## src/rtl/bit_destuffer_if.sv

```systemverilog
// Bit-level bus between the sample-point logic and the destuffer:
// SP/RX_bit/EN_STF in, destuffed bit, stuff-error flag and stuff count out.
interface bit_destuffer_if;
  logic       SP;
  logic       RX_bit;
  logic       EN_STF;
  logic       BIT_out;
  logic       BIT_valid;
  logic       STF_E;
  logic [7:0] STF_CNT;

  modport master (
    output SP, RX_bit, EN_STF,
    input  BIT_out, BIT_valid, STF_E, STF_CNT
  );

  modport slave (
    input  SP, RX_bit, EN_STF,
    output BIT_out, BIT_valid, STF_E, STF_CNT
  );
endinterface

```

## src/rtl/bit_destuffer.sv

```systemverilog
// Removes stuff bits after RUN_LEN equal bits; one-clock registered output, error is sticky until reset.
// Define STF_CNT_EN to build the saturating stuff-bit counter; otherwise STF_CNT is tied to 0.
module bit_destuffer #(
  parameter int RUN_LEN = 5
) (
  input logic            clock,
  input logic            reset,
  bit_destuffer_if.slave bus
);
  localparam int RW = $clog2(RUN_LEN + 1);

  typedef enum logic [1:0] {IDLE, COUNT, EXPECT_STUFF, ERROR} state_t;

  localparam logic [RW-1:0] RUN_MAX = RW'(RUN_LEN);
  localparam logic [RW-1:0] RUN_ONE = RW'(1);
  // A freshly started run is already complete when RUN_LEN is 1
  localparam state_t FIRST = (RUN_LEN == 1) ? EXPECT_STUFF : COUNT;

  state_t        state_q, state_d;
  logic [RW-1:0] run_q, run_d, run_inc;
  logic          last_q, last_d;
  logic          out_q, out_d;
  logic          valid_q, valid_d;
  logic          stfe_q, stfe_d;

  assign run_inc = run_q + RUN_ONE;

  always_comb begin
    state_d = state_q;
    run_d   = run_q;
    last_d  = last_q;
    out_d   = out_q;
    valid_d = 1'b0;
    stfe_d  = stfe_q;
    if (bus.SP && state_q != ERROR) begin
      if (!bus.EN_STF) begin
        valid_d = 1'b1;
        out_d   = bus.RX_bit;
        state_d = IDLE;
      end else begin
        unique case (state_q)
          IDLE: begin
            valid_d = 1'b1;
            out_d   = bus.RX_bit;
            run_d   = RUN_ONE;
            last_d  = bus.RX_bit;
            state_d = FIRST;
          end
          COUNT: begin
            valid_d = 1'b1;
            out_d   = bus.RX_bit;
            if (bus.RX_bit == last_q) begin
              run_d = run_inc;
              if (run_inc == RUN_MAX) state_d = EXPECT_STUFF;
            end else begin
              run_d   = RUN_ONE;
              last_d  = bus.RX_bit;
              state_d = FIRST;
            end
          end
          EXPECT_STUFF: begin
            // Stuff bit is dropped but opens the next run
            if (bus.RX_bit != last_q) begin
              run_d   = RUN_ONE;
              last_d  = bus.RX_bit;
              state_d = FIRST;
            end else begin
              stfe_d  = 1'b0;
              state_d = ERROR;
            end
          end
          default: ;
        endcase
      end
    end
  end

  always_ff @(posedge clock) begin
    if (reset) begin
      state_q <= IDLE;
      run_q   <= '0;
      last_q  <= 1'b1;
      out_q   <= 1'b1;
      valid_q <= 1'b0;
      stfe_q  <= 1'b1;
    end else begin
      state_q <= state_d;
      run_q   <= run_d;
      last_q  <= last_d;
      out_q   <= out_d;
      valid_q <= valid_d;
      stfe_q  <= stfe_d;
    end
  end

  assign bus.BIT_out   = out_q;
  assign bus.BIT_valid = valid_q;
  assign bus.STF_E     = stfe_q;

`ifdef STF_CNT_EN
  logic       win_start, stuff_hit;
  logic [7:0] cnt_q;

  assign win_start = bus.SP && bus.EN_STF && state_q == IDLE;
  assign stuff_hit = bus.SP && bus.EN_STF && state_q == EXPECT_STUFF && bus.RX_bit != last_q;

  always_ff @(posedge clock) begin
    if (reset || win_start) cnt_q <= 8'd0;
    else if (stuff_hit && cnt_q != 8'hFF) cnt_q <= cnt_q + 8'd1;
  end

  assign bus.STF_CNT = cnt_q;
`else
  assign bus.STF_CNT = 8'd0;
`endif
endmodule

```

## src/flat_wrapper.sv

```systemverilog
// flat-port wrapper written by rule: the top's interface ports become plain ports
module bit_destuffer_flat 
#(
  parameter int RUN_LEN = 5
)
  (clock, reset, bus_SP, bus_RX_bit, bus_EN_STF, bus_BIT_out, bus_BIT_valid, bus_STF_E, bus_STF_CNT);
  bit_destuffer_if bus_i ();
  input logic clock;
  input logic reset;
  input wire logic [$bits(bus_i.SP)-1:0] bus_SP;
  input wire logic [$bits(bus_i.RX_bit)-1:0] bus_RX_bit;
  input wire logic [$bits(bus_i.EN_STF)-1:0] bus_EN_STF;
  output wire logic [$bits(bus_i.BIT_out)-1:0] bus_BIT_out;
  output wire logic [$bits(bus_i.BIT_valid)-1:0] bus_BIT_valid;
  output wire logic [$bits(bus_i.STF_E)-1:0] bus_STF_E;
  output wire logic [$bits(bus_i.STF_CNT)-1:0] bus_STF_CNT;
  assign bus_i.SP = bus_SP;
  assign bus_i.RX_bit = bus_RX_bit;
  assign bus_i.EN_STF = bus_EN_STF;
  assign bus_BIT_out = bus_i.BIT_out;
  assign bus_BIT_valid = bus_i.BIT_valid;
  assign bus_STF_E = bus_i.STF_E;
  assign bus_STF_CNT = bus_i.STF_CNT;
  bit_destuffer #(.RUN_LEN(RUN_LEN)) u_core (.clock(clock), .reset(reset), .bus(bus_i));
endmodule
```

## config.mk

```make
export PLATFORM = sky130hd
export DESIGN_NAME = bit_destuffer_flat
export DESIGN_NICKNAME = d
export VERILOG_FILES = /design/src/rtl/bit_destuffer_if.sv /design/src/rtl/bit_destuffer.sv /design/src/flat_wrapper.sv
export SDC_FILE = /design/constraint.sdc
export NUM_CORES = 1
export LEC_CHECK = 0
export ABC_AREA = 0
export CORE_MARGIN = 2
export CORE_UTILIZATION = 25
export CTS_BUF_LIST = sky130_fd_sc_hd__clkbuf_4 sky130_fd_sc_hd__clkbuf_8
export DETAILED_ROUTE_END_ITERATION = 8
export GPL_ROUTABILITY_DRIVEN = 0
export SLEW_MARGIN = 20
export SYNTH_ARGS = -nofsm -noshare
export SYNTH_HDL_FRONTEND = slang
export SYNTH_SLANG_ARGS = --single-unit
```

## constraint.sdc

```tcl
create_clock -name clock -period 2.54 [get_ports clock]
set_clock_uncertainty 0.2 [all_clocks]
set_input_delay 0.254 -clock clock [delete_from_list [all_inputs] [get_ports clock]]
set_output_delay 0.254 -clock clock [all_outputs]
set_load 0.05 [all_outputs]
```

==> out/results.ini, run 1 <==
[run_status]
status = complete, no violations

[hold_path]
hold_path_class = flip-flop to flip-flop
worstHoldStart = u_core.bus.STF_E
whs_endpoint = u_core.bus.STF_E
whs_path_depth = 2

[synthesis]
netlist_area_sq_um = 578
synthArstFlopShare_pct = 0
postSynthAreaPerCell_sq_um = 8.76
synth_area_leader_cell = dfxtp_1
ys_warn_count = 0
synth_edf_count = 0
synth.yosys.seq_area_share_pct = 31.2
synth_cell_type_count = 26
yosys.cell_count.top_type = dfxtp_1
ys.flop_type = dfxtp_1
synth_top_area_share_pct = 31.2
syn_inst = 66
synthTopCellsByArea = dfxtp_1 (31%), ha_1 (13%), buf_4 (10%)
ys_ff_latch = 9
ys_top_cells_by_count = dfxtp_1 (9), buf_4 (8), ha_1 (6), inv_1 (6), nand2_1 (6)

[route]
drtPass1Iterations = 4
finalWirelength_um = 1040
antenna_left = 0
wl_per_cell_um = 10.0
drc = 0
drtIter0Drc = 8
vias = 456
vias_per_cell = 4.38

[global_route]
grt_max_degree = 9
top_usage_layer = met2
grt_usage_pct = 8.89
grt_overflow = 0
use_met1_pct = 10.5
antenna_found_initial = 0
met3_usage_pct = 2.87
use_met2_pct = 12.7
grt_pass1_vias = 384
grt_pass1_wl_um = 1690

[setup_path]
critPathTopFamily = buffers and inverters
end_kind = output port
critical_path.cell_chain = clkdlybuf4s50_1
critPathKind = flip-flop to output port
cp-start-kind = flip-flop
rr_worst_depth = 6
r2r_slack_ns = 0.82
crit_arrival_ns = 1.40
r2r_start = u_core.state_q[1]
cp_slowest_cell = clkdlybuf4s50_1
crit_buf_inv = 1
r2r-end = u_core.state_q[1]
startpoint = u_core.bus.STF_E
worstPathRequired_ns = 2.09
crit_fanout = 2
slowest_delay_ns = 0.80

[cts]
cts_tree = done
holdBufCountCts = 0
root_buffer = clkbuf_4
cts_resized = 0
cts_buffers = 3
cts_sinks = 9
insertion_delay_ns = 0.27
htreeDepth = 1
path_clk_slew_ns = 0.07
clk_path_buf_depth = 2
cts_setup_buffers = 0

[floorplanning]
coreArea_sq_um = 2190
std_cell_rows = 17
die-height_um = 52.1
die_area_sq_um = 2710
die-width_um = 52.1
start_util_pct = 26.4
io_pins = 16

[power_and_ir_drop]
power.density_nw_per_um2 = 530
ir_worst_vdd_mv = 0.140
p_leak_nw = 0.298
total_power_w = 0.000360

[timing]
hold_viol = 0
rsz0062_at_grt = false
whs_ns = 0.243
finalSetupViolations = 0
finalCritPeriodShare_pct = 73.1
period_needed_ns = 1.86
tns_ns = 0
final_max_slew_viol_count = 0
max_freq_mhz = 538

[placement]
hpwl_um = 781
dp_cells = 100
io_buffer_count = 7

[cells_and_area]
utilization_pct = 31.0
drive_gt1_share_pct = 7.89
final_nets = 88
synthToLayoutAreaGrowth_pct = 17.5
fin_cells = 104
diodes = 0

[run]
maxCapViolCount = 0

cell usage in the layout, fill, tap and decap left out, drive strengths merged:
cell type / n
xnor2: 1
and3: 1
nor2: 1
nand3: 1
xor2: 1
o32ai: 1
nor3b: 1
a31oi: 1
o2111ai: 1
o31ai: 1
nand2: 6
mux2i: 3
conb: 8
clkbuf: 4
nor2b: 3
ha: 6
nand2b: 2
a32o: 1
a21oi: 4
o21ai: 4
inv: 6
nand4: 2
dfxtp: 9
nand3b: 1
clkdlybuf4s50: 7
worst max path at each step:
| stage | slack, ns | cells past startpoint | end |
|---|---|---|---|
| after floorplan | 1.0 | 6 | u_core.bus.BIT_out |
| after global placement | 0.63 | 5 | u_core.run_q[2] |
| after detailed placement | 0.61 | 5 | u_core.run_q[2] |
| after CTS | 0.67 | 1 | bus_STF_E |
| after global routing | 0.64 | 1 | bus_STF_E |
| final | 0.68 | 1 | bus_STF_E |
per-layer routing:
layer	part of all wire (%)	vias to the layer above
li1	-	230
met1	46	205
met2	41	16
met3	8.4	5
met4	4.1	0
met5	0	-
registers in the layout, summed over array words and instances (netlist names):
signal                cells
u_core.bus.BIT_valid      1
u_core.bus.BIT_out        1
u_core.state_q            2
u_core.run_q              3
u_core.last_q             1
u_core.bus.STF_E          1
logic make-up (layout without fill, tap and decap cells):
family                     count (synthesis)  after routing  synth area share, %
AOI/OAI and AO/OA                         13             13                 14.7
xor gates and xnor gates                   2              2                 4.33
adders and majority gates                  6              6                 13.0
buffers and inverters                     14             17                 14.3
DFF                                        9              9                 31.2
muxes                                      3              3                 5.20
other                                      1              8                0.649
and+or+nand+nor                           18             18                 16.7
final cells by class:
| class | instances | area, sq um |
|---|---|---|
| multi-input combinational | 50 | 342 |
| tap | 28 | 35.0 |
| clock buffer | 4 | 30.0 |
| sequential | 9 | 180 |
| fill | 240 | 1510 |
| inverter | 6 | 22.5 |
| timing repair buffer | 7 | 70.1 |
report_power, final:
part | switching [W] | total (W) | internal (W)
Combinational | 0.0000572 | 0.0000800 | 0.0000228
Sequential | 0.00000392 | 0.000150 | 0.000146
Clock | 0.0000581 | 0.000130 | 0.0000716
through the flow:
step                instance area, sq um  setup WS, ns
finish                               679         0.682
global route                         679         0.642
floorplan                            604         0.997
detailed placement                   649         0.607
global placement                     649         0.627
CTS                                  679         0.673
No activity file was read; power rests on OpenSTA's default activity.
==> run 2: changes to the inputs <==
==> constraint.sdc (replaced) <==
create_clock -name clock -period 1.9 [get_ports clock]
set_clock_uncertainty 0.2 [all_clocks]
set_input_delay 0.19 -clock clock [delete_from_list [all_inputs] [get_ports clock]]
set_output_delay 0.19 -clock clock [all_outputs]
set_load 0.05 [all_outputs]
==> out/results.ini, run 2 (synthesized netlist as in run 1, its figures left out) <==
[global_route]
antenna_found_initial = 0  ; unchanged
grt_usage_pct = 10.0  ; was 8.89%
grt_max_degree = 9  ; unchanged
grt_overflow = 0  ; unchanged
grt_pass1_wl_um = 1880  ; was 1690 um
grt_pass1_vias = 444  ; was 384

[setup_path]
cp-start-kind = flip-flop  ; unchanged
critical_path.cell_chain = clkdlybuf4s50_1  ; unchanged
crit_fanout = 2  ; unchanged
cp_slowest_cell = clkdlybuf4s50_1  ; unchanged
critPathTopFamily = buffers and inverters  ; unchanged
crit_buf_inv = 1  ; unchanged
critPathKind = flip-flop to output port  ; unchanged
crit_arrival_ns = 1.39  ; was 1.40 ns
end_kind = output port  ; unchanged
slowest_delay_ns = 0.81  ; was 0.80 ns
worstPathRequired_ns = 1.51  ; was 2.09 ns
r2r_slack_ns = 0.19  ; was 0.82 ns

[timing]
max_slew_margin_pct = 66.5
max_freq_mhz = 561
hold_viol = 0  ; unchanged
final_max_slew_viol_count = 0  ; unchanged
whs_ns = 0.243  ; about the same
worst_pin_slew_ns = 0.501
tns_ns = 0  ; unchanged
finalCritPeriodShare_pct = 93.8
rsz0062_at_grt = false  ; unchanged
finalSetupViolations = 0  ; unchanged
period_needed_ns = 1.78

[cts]
holdBufCountCts = 0  ; unchanged
htreeDepth = 1  ; unchanged
insertion_delay_ns = 0.26  ; was 0.27 ns
cts_resized = 0  ; unchanged
path_clk_slew_ns = 0.06  ; was 0.07 ns
cts_tree = done  ; unchanged
cts_sinks = 9  ; unchanged
cts_buffers = 3  ; unchanged
root_buffer = clkbuf_4  ; unchanged
cts_setup_buffers = 0  ; unchanged
clk_path_buf_depth = 2  ; unchanged

[route]
antenna_left = 0  ; unchanged
wl_per_cell_um = 10.4  ; was 10.0 um
met1_length_um = 490  ; was 479 um
highest_layer = met4  ; unchanged
drtIter0Drc = 1  ; was 8
drtPass1Iterations = 4  ; unchanged
drc = 0  ; unchanged
vias_per_cell = 4.34  ; was 4.38
vias = 469  ; was 456
met2WireLength_um = 522  ; was 430 um
wl_met3_um = 69  ; was 87 um
finalWirelength_um = 1130  ; was 1040 um

[placement]
dpl_cell_area_sq_um = 679  ; was 649 sq um
dp_cells = 104  ; was 100
hpwl_um = 870  ; was 781 um
io_buffer_count = 7  ; unchanged

[power_and_ir_drop]
ir_worst_vdd_mv = 0.250  ; was 0.140 mV
power.density_nw_per_um2 = 681  ; was 530 nW/um^2
p_leak_nw = 0.318  ; was 0.298 nW

[floorplanning]
start_util_pct = 26.4  ; unchanged
io_pins = 16  ; unchanged
die-height_um = 52.1  ; unchanged
std_cell_rows = 17  ; unchanged
coreArea_sq_um = 2190  ; unchanged
die-width_um = 52.1  ; unchanged
die_area_sq_um = 2710  ; unchanged

[cells_and_area]
drive_gt1_share_pct = 12.5  ; was 7.89%
final_nets = 92  ; was 88
largest-register = u_core.run_q  ; unchanged
final_common_cell = dfxtp_1  ; unchanged
stdcell_area_sq_um = 709  ; was 679 sq um
synthToLayoutAreaGrowth_pct = 22.7  ; was 17.5%
reg_top3 = u_core.run_q (3), u_core.state_q (2)  ; unchanged
utilization_pct = 32.4  ; was 31.0%
mostFrequentLayoutCells = dfxtp_1 (9), conb_1 (8), clkdlybuf4s50_1 (7)  ; unchanged
fin_cells = 108  ; was 104
diodes = 0  ; unchanged
largest_reg_flops = 3  ; unchanged

[hold_path]
hold_path_class = flip-flop to flip-flop  ; unchanged

[run]
maxCapViolCount = 0  ; unchanged

[run_status]
status = complete, no violations  ; unchanged

-- run 2: per-stage QoR --
| stage | setup WS (ns) | power, W |
|---|---|---|
| 4_1_cts | 0.109 | 0.000488 |
| 2_1_floorplan | 0.357 | 0.000299 |
| 5_1_grt | 0.0518 | 0.000515 |
| 3_5_place_dp | 0.131 | 0.000321 |
| 6_report | 0.118 | 0.000483 |
| 3_3_place_gp | 0.142 | 0.000321 |
-- run 2: final cells by class --
class | instances | area (sq um)
fillers | 230 | 1480
multi-input cells | 50 | 342
flip-flops and latches | 9 | 180
repair buffers | 11 | 100
well taps | 28 | 35.0
clock buffers | 4 | 30.0
inverters | 6 | 22.5
-- run 2: report_power, final --
group / internal [W] / switching (W)
Clock: 0.0000954 / 0.0000700
Combinational: 0.0000381 / 0.0000785
Sequential: 0.000196 / 0.00000513
Total: 0.000329 / 0.000154
-- run 2: routing by layer --
layer / track usage [%] / vias to the layer above
li1: - / 239
met1: 10.7 / 210
met2: 15.8 / 16
met3: 2.87 / 4
met4: 9.21 / 0
met5: 0 / -
-- run 2: path summary, 6_finish.rpt --
kind                            cells after the start            endpoint          startpoint
worst min-delay path                                2    u_core.bus.STF_E    u_core.bus.STF_E
worst min register to register                      2    u_core.bus.STF_E    u_core.bus.STF_E
worst max-delay path                                1         bus_BIT_out  u_core.bus.BIT_out
worst max register to register                      6  u_core.bus.BIT_out   u_core.state_q[0]
==> run 3: changes to the inputs <==
--- a/config.mk
+++ b/config.mk
@@ -11,6 +11,7 @@
 export CTS_BUF_LIST = sky130_fd_sc_hd__clkbuf_4 sky130_fd_sc_hd__clkbuf_8
 export DETAILED_ROUTE_END_ITERATION = 8
 export GPL_ROUTABILITY_DRIVEN = 0
+export HOLD_SLACK_MARGIN = 0.03
 export SLEW_MARGIN = 20
 export SYNTH_ARGS = -nofsm -noshare
 export SYNTH_HDL_FRONTEND = slang
==> constraint.sdc (replaced) <==
create_clock -name clock -period 2.1 [get_ports clock]
set_clock_uncertainty 0.2 [all_clocks]
set_input_delay 0.21 -clock clock [delete_from_list [all_inputs] [get_ports clock]]
set_output_delay 0.21 -clock clock [all_outputs]
set_load 0.05 [all_outputs]
==> out/results.ini, run 3 (synthesized netlist as in run 1, its figures left out) <==
[run_status]
status = complete, no violations  ; unchanged

[placement]
io_buffer_count = 7  ; unchanged
hpwl_um = 786  ; was 870 um
dp_cells = 101  ; was 104

[setup_path]
crit_fanout = 2  ; unchanged
cp_slowest_cell = clkdlybuf4s50_1  ; unchanged
worstPathRequired_ns = 1.69  ; was 1.51 ns
crit_buf_inv = 1  ; unchanged
crit_arrival_ns = 1.38  ; was 1.39 ns
critPathTopFamily = buffers and inverters  ; unchanged
slowest_delay_ns = 0.80  ; was 0.81 ns
end_kind = output port  ; unchanged
critPathKind = flip-flop to output port  ; unchanged
cp-start-kind = flip-flop  ; unchanged
critical_path.cell_chain = clkdlybuf4s50_1  ; unchanged

[floorplanning]
die-height_um = 52.1  ; unchanged
coreArea_sq_um = 2190  ; unchanged
start_util_pct = 26.4  ; unchanged
io_pins = 16  ; unchanged
std_cell_rows = 17  ; unchanged
die-width_um = 52.1  ; unchanged
die_area_sq_um = 2710  ; unchanged

[cells_and_area]
largest_reg_flops = 3  ; unchanged
utilization_pct = 31.4  ; was 32.4%
largest-register = u_core.run_q  ; unchanged
fill_cells = 244  ; was 230
multi_input_area_sq_um = 342  ; unchanged
reg_top3 = u_core.run_q (3), u_core.state_q (2)  ; unchanged
diodes = 0  ; unchanged
drive_gt1_share_pct = 9.09  ; was 12.5%
seqCellArea_sq_um = 180  ; unchanged
mostFrequentLayoutCells = dfxtp_1 (9), conb_1 (8), clkdlybuf4s50_1 (7)  ; unchanged
final_common_cell = dfxtp_1  ; unchanged
fin_cells = 105  ; was 108
final_nets = 89  ; was 92
synthToLayoutAreaGrowth_pct = 18.8  ; was 22.7%

[route]
finalWirelength_um = 1050  ; was 1130 um
met1_length_um = 502  ; was 490 um
drc = 0  ; unchanged
wl_per_cell_um = 9.96  ; was 10.4 um
antenna_left = 0  ; unchanged
met2WireLength_um = 424  ; was 522 um
drtIter0Drc = 5  ; was 1
vias = 448  ; was 469
wl_met3_um = 92  ; was 69 um
highest_layer = met4  ; unchanged
vias_per_cell = 4.27  ; was 4.34
drtPass1Iterations = 4  ; unchanged

[power_and_ir_drop]
p_clk_share_pct = 33.7  ; was 34.2%
p_comb_share_pct = 23.4  ; was 24.1%
p_leak_nw = 0.303  ; was 0.318 nW
pwr-share-seq_pct = 42.8  ; was 41.6%
internal-power_w = 0.000293  ; was 0.000329 W
p_sw_w = 0.000132  ; was 0.000154 W
ir_worst_vdd_mv = 0.306  ; was 0.250 mV
total_power_w = 0.000425  ; was 0.000483 W
power.density_nw_per_um2 = 618  ; was 681 nW/um^2
netSwitchingFraction_pct = 31.0  ; was 31.8%

[global_route]
grt_max_degree = 9  ; unchanged
grt_pass1_wl_um = 1830  ; was 1880 um
grt_pass1_vias = 420  ; was 444
grt_overflow = 0  ; unchanged
antenna_found_initial = 0  ; unchanged
grt_usage_pct = 9.68  ; was 10.0%

[cts]
holdBufCountCts = 0  ; unchanged
insertion_delay_ns = 0.25  ; was 0.26 ns
htreeDepth = 1  ; unchanged
cts_buffers = 3  ; unchanged
path_clk_slew_ns = 0.06  ; about the same
cts_sinks = 9  ; unchanged
cts_setup_buffers = 0  ; unchanged
clk_path_buf_depth = 2  ; unchanged
cts_resized = 0  ; unchanged
root_buffer = clkbuf_4  ; unchanged
cts_tree = done  ; unchanged

[timing]
hold_viol = 0  ; unchanged
finalSetupViolations = 0  ; unchanged
final_max_slew_viol_count = 0  ; unchanged
finalCritPeriodShare_pct = 85.2
rsz0062_at_grt = false  ; unchanged
max_freq_mhz = 559
period_needed_ns = 1.79
tns_ns = 0  ; unchanged

[run]
maxCapViolCount = 0  ; unchanged

[hold_path]
hold_path_class = flip-flop to flip-flop  ; unchanged

==> run 3: changes by cell type in the layout (fill, tap and decap cells not counted), sizes merged <==
cell and change:
buf -3
==> run 3: path summary, 6_finish.rpt <==
kind	start	endpoint	slack, ns	cells after the start
max	u_core.bus.BIT_out	bus_BIT_out	0.31	1
min	u_core.bus.STF_E	u_core.bus.STF_E	0.25	2
min reg2reg	u_core.bus.STF_E	u_core.bus.STF_E	0.25	2
max reg2reg	u_core.state_q[0]	u_core.run_q[2]	0.42	5
==> run 3: stage by stage <==
stage               cell area (sq um)  setup WS [ns]  hold WS (ns)
floorplan                         604          0.557        0.0791
global placement                  657          0.267         0.232
detailed placement                657          0.277         0.241
CTS                               687          0.289         0.250
global route                      687          0.211         0.263
finish                            687          0.310         0.248
==> run 3: power by group through the flow <==
stage / combinational, W / clock [W] / sequential [W]
final: 0.0000996 / 0.000143 / 0.000182
after global routing: 0.000109 / 0.000161 / 0.000183
after CTS: 0.0000993 / 0.000152 / 0.000182
after detailed placement: 0.0000988 / 0 / 0.000186
after global placement: 0.0000991 / 0 / 0.000186
after floorplan: 0.0000766 / 0 / 0.000194
==> run 3: final cells by class <==
cell class,count,share of cell area [%]
tap,28,5.10
multi-input combinational,50,49.7
sequential,9,26.2
inverter,6,3.28
timing repair buffer,8,11.3
clock buffer,4,4.37
==> run 3: routing by layer <==
| metal | GRT usage, % | vias to the layer above |
|---|---|---|
| li1 | - | 231 |
| met1 | 12.1 | 200 |
| met2 | 12.9 | 15 |
| met3 | 3.74 | 2 |
| met4 | 7.89 | 0 |
| met5 | 0 | - |
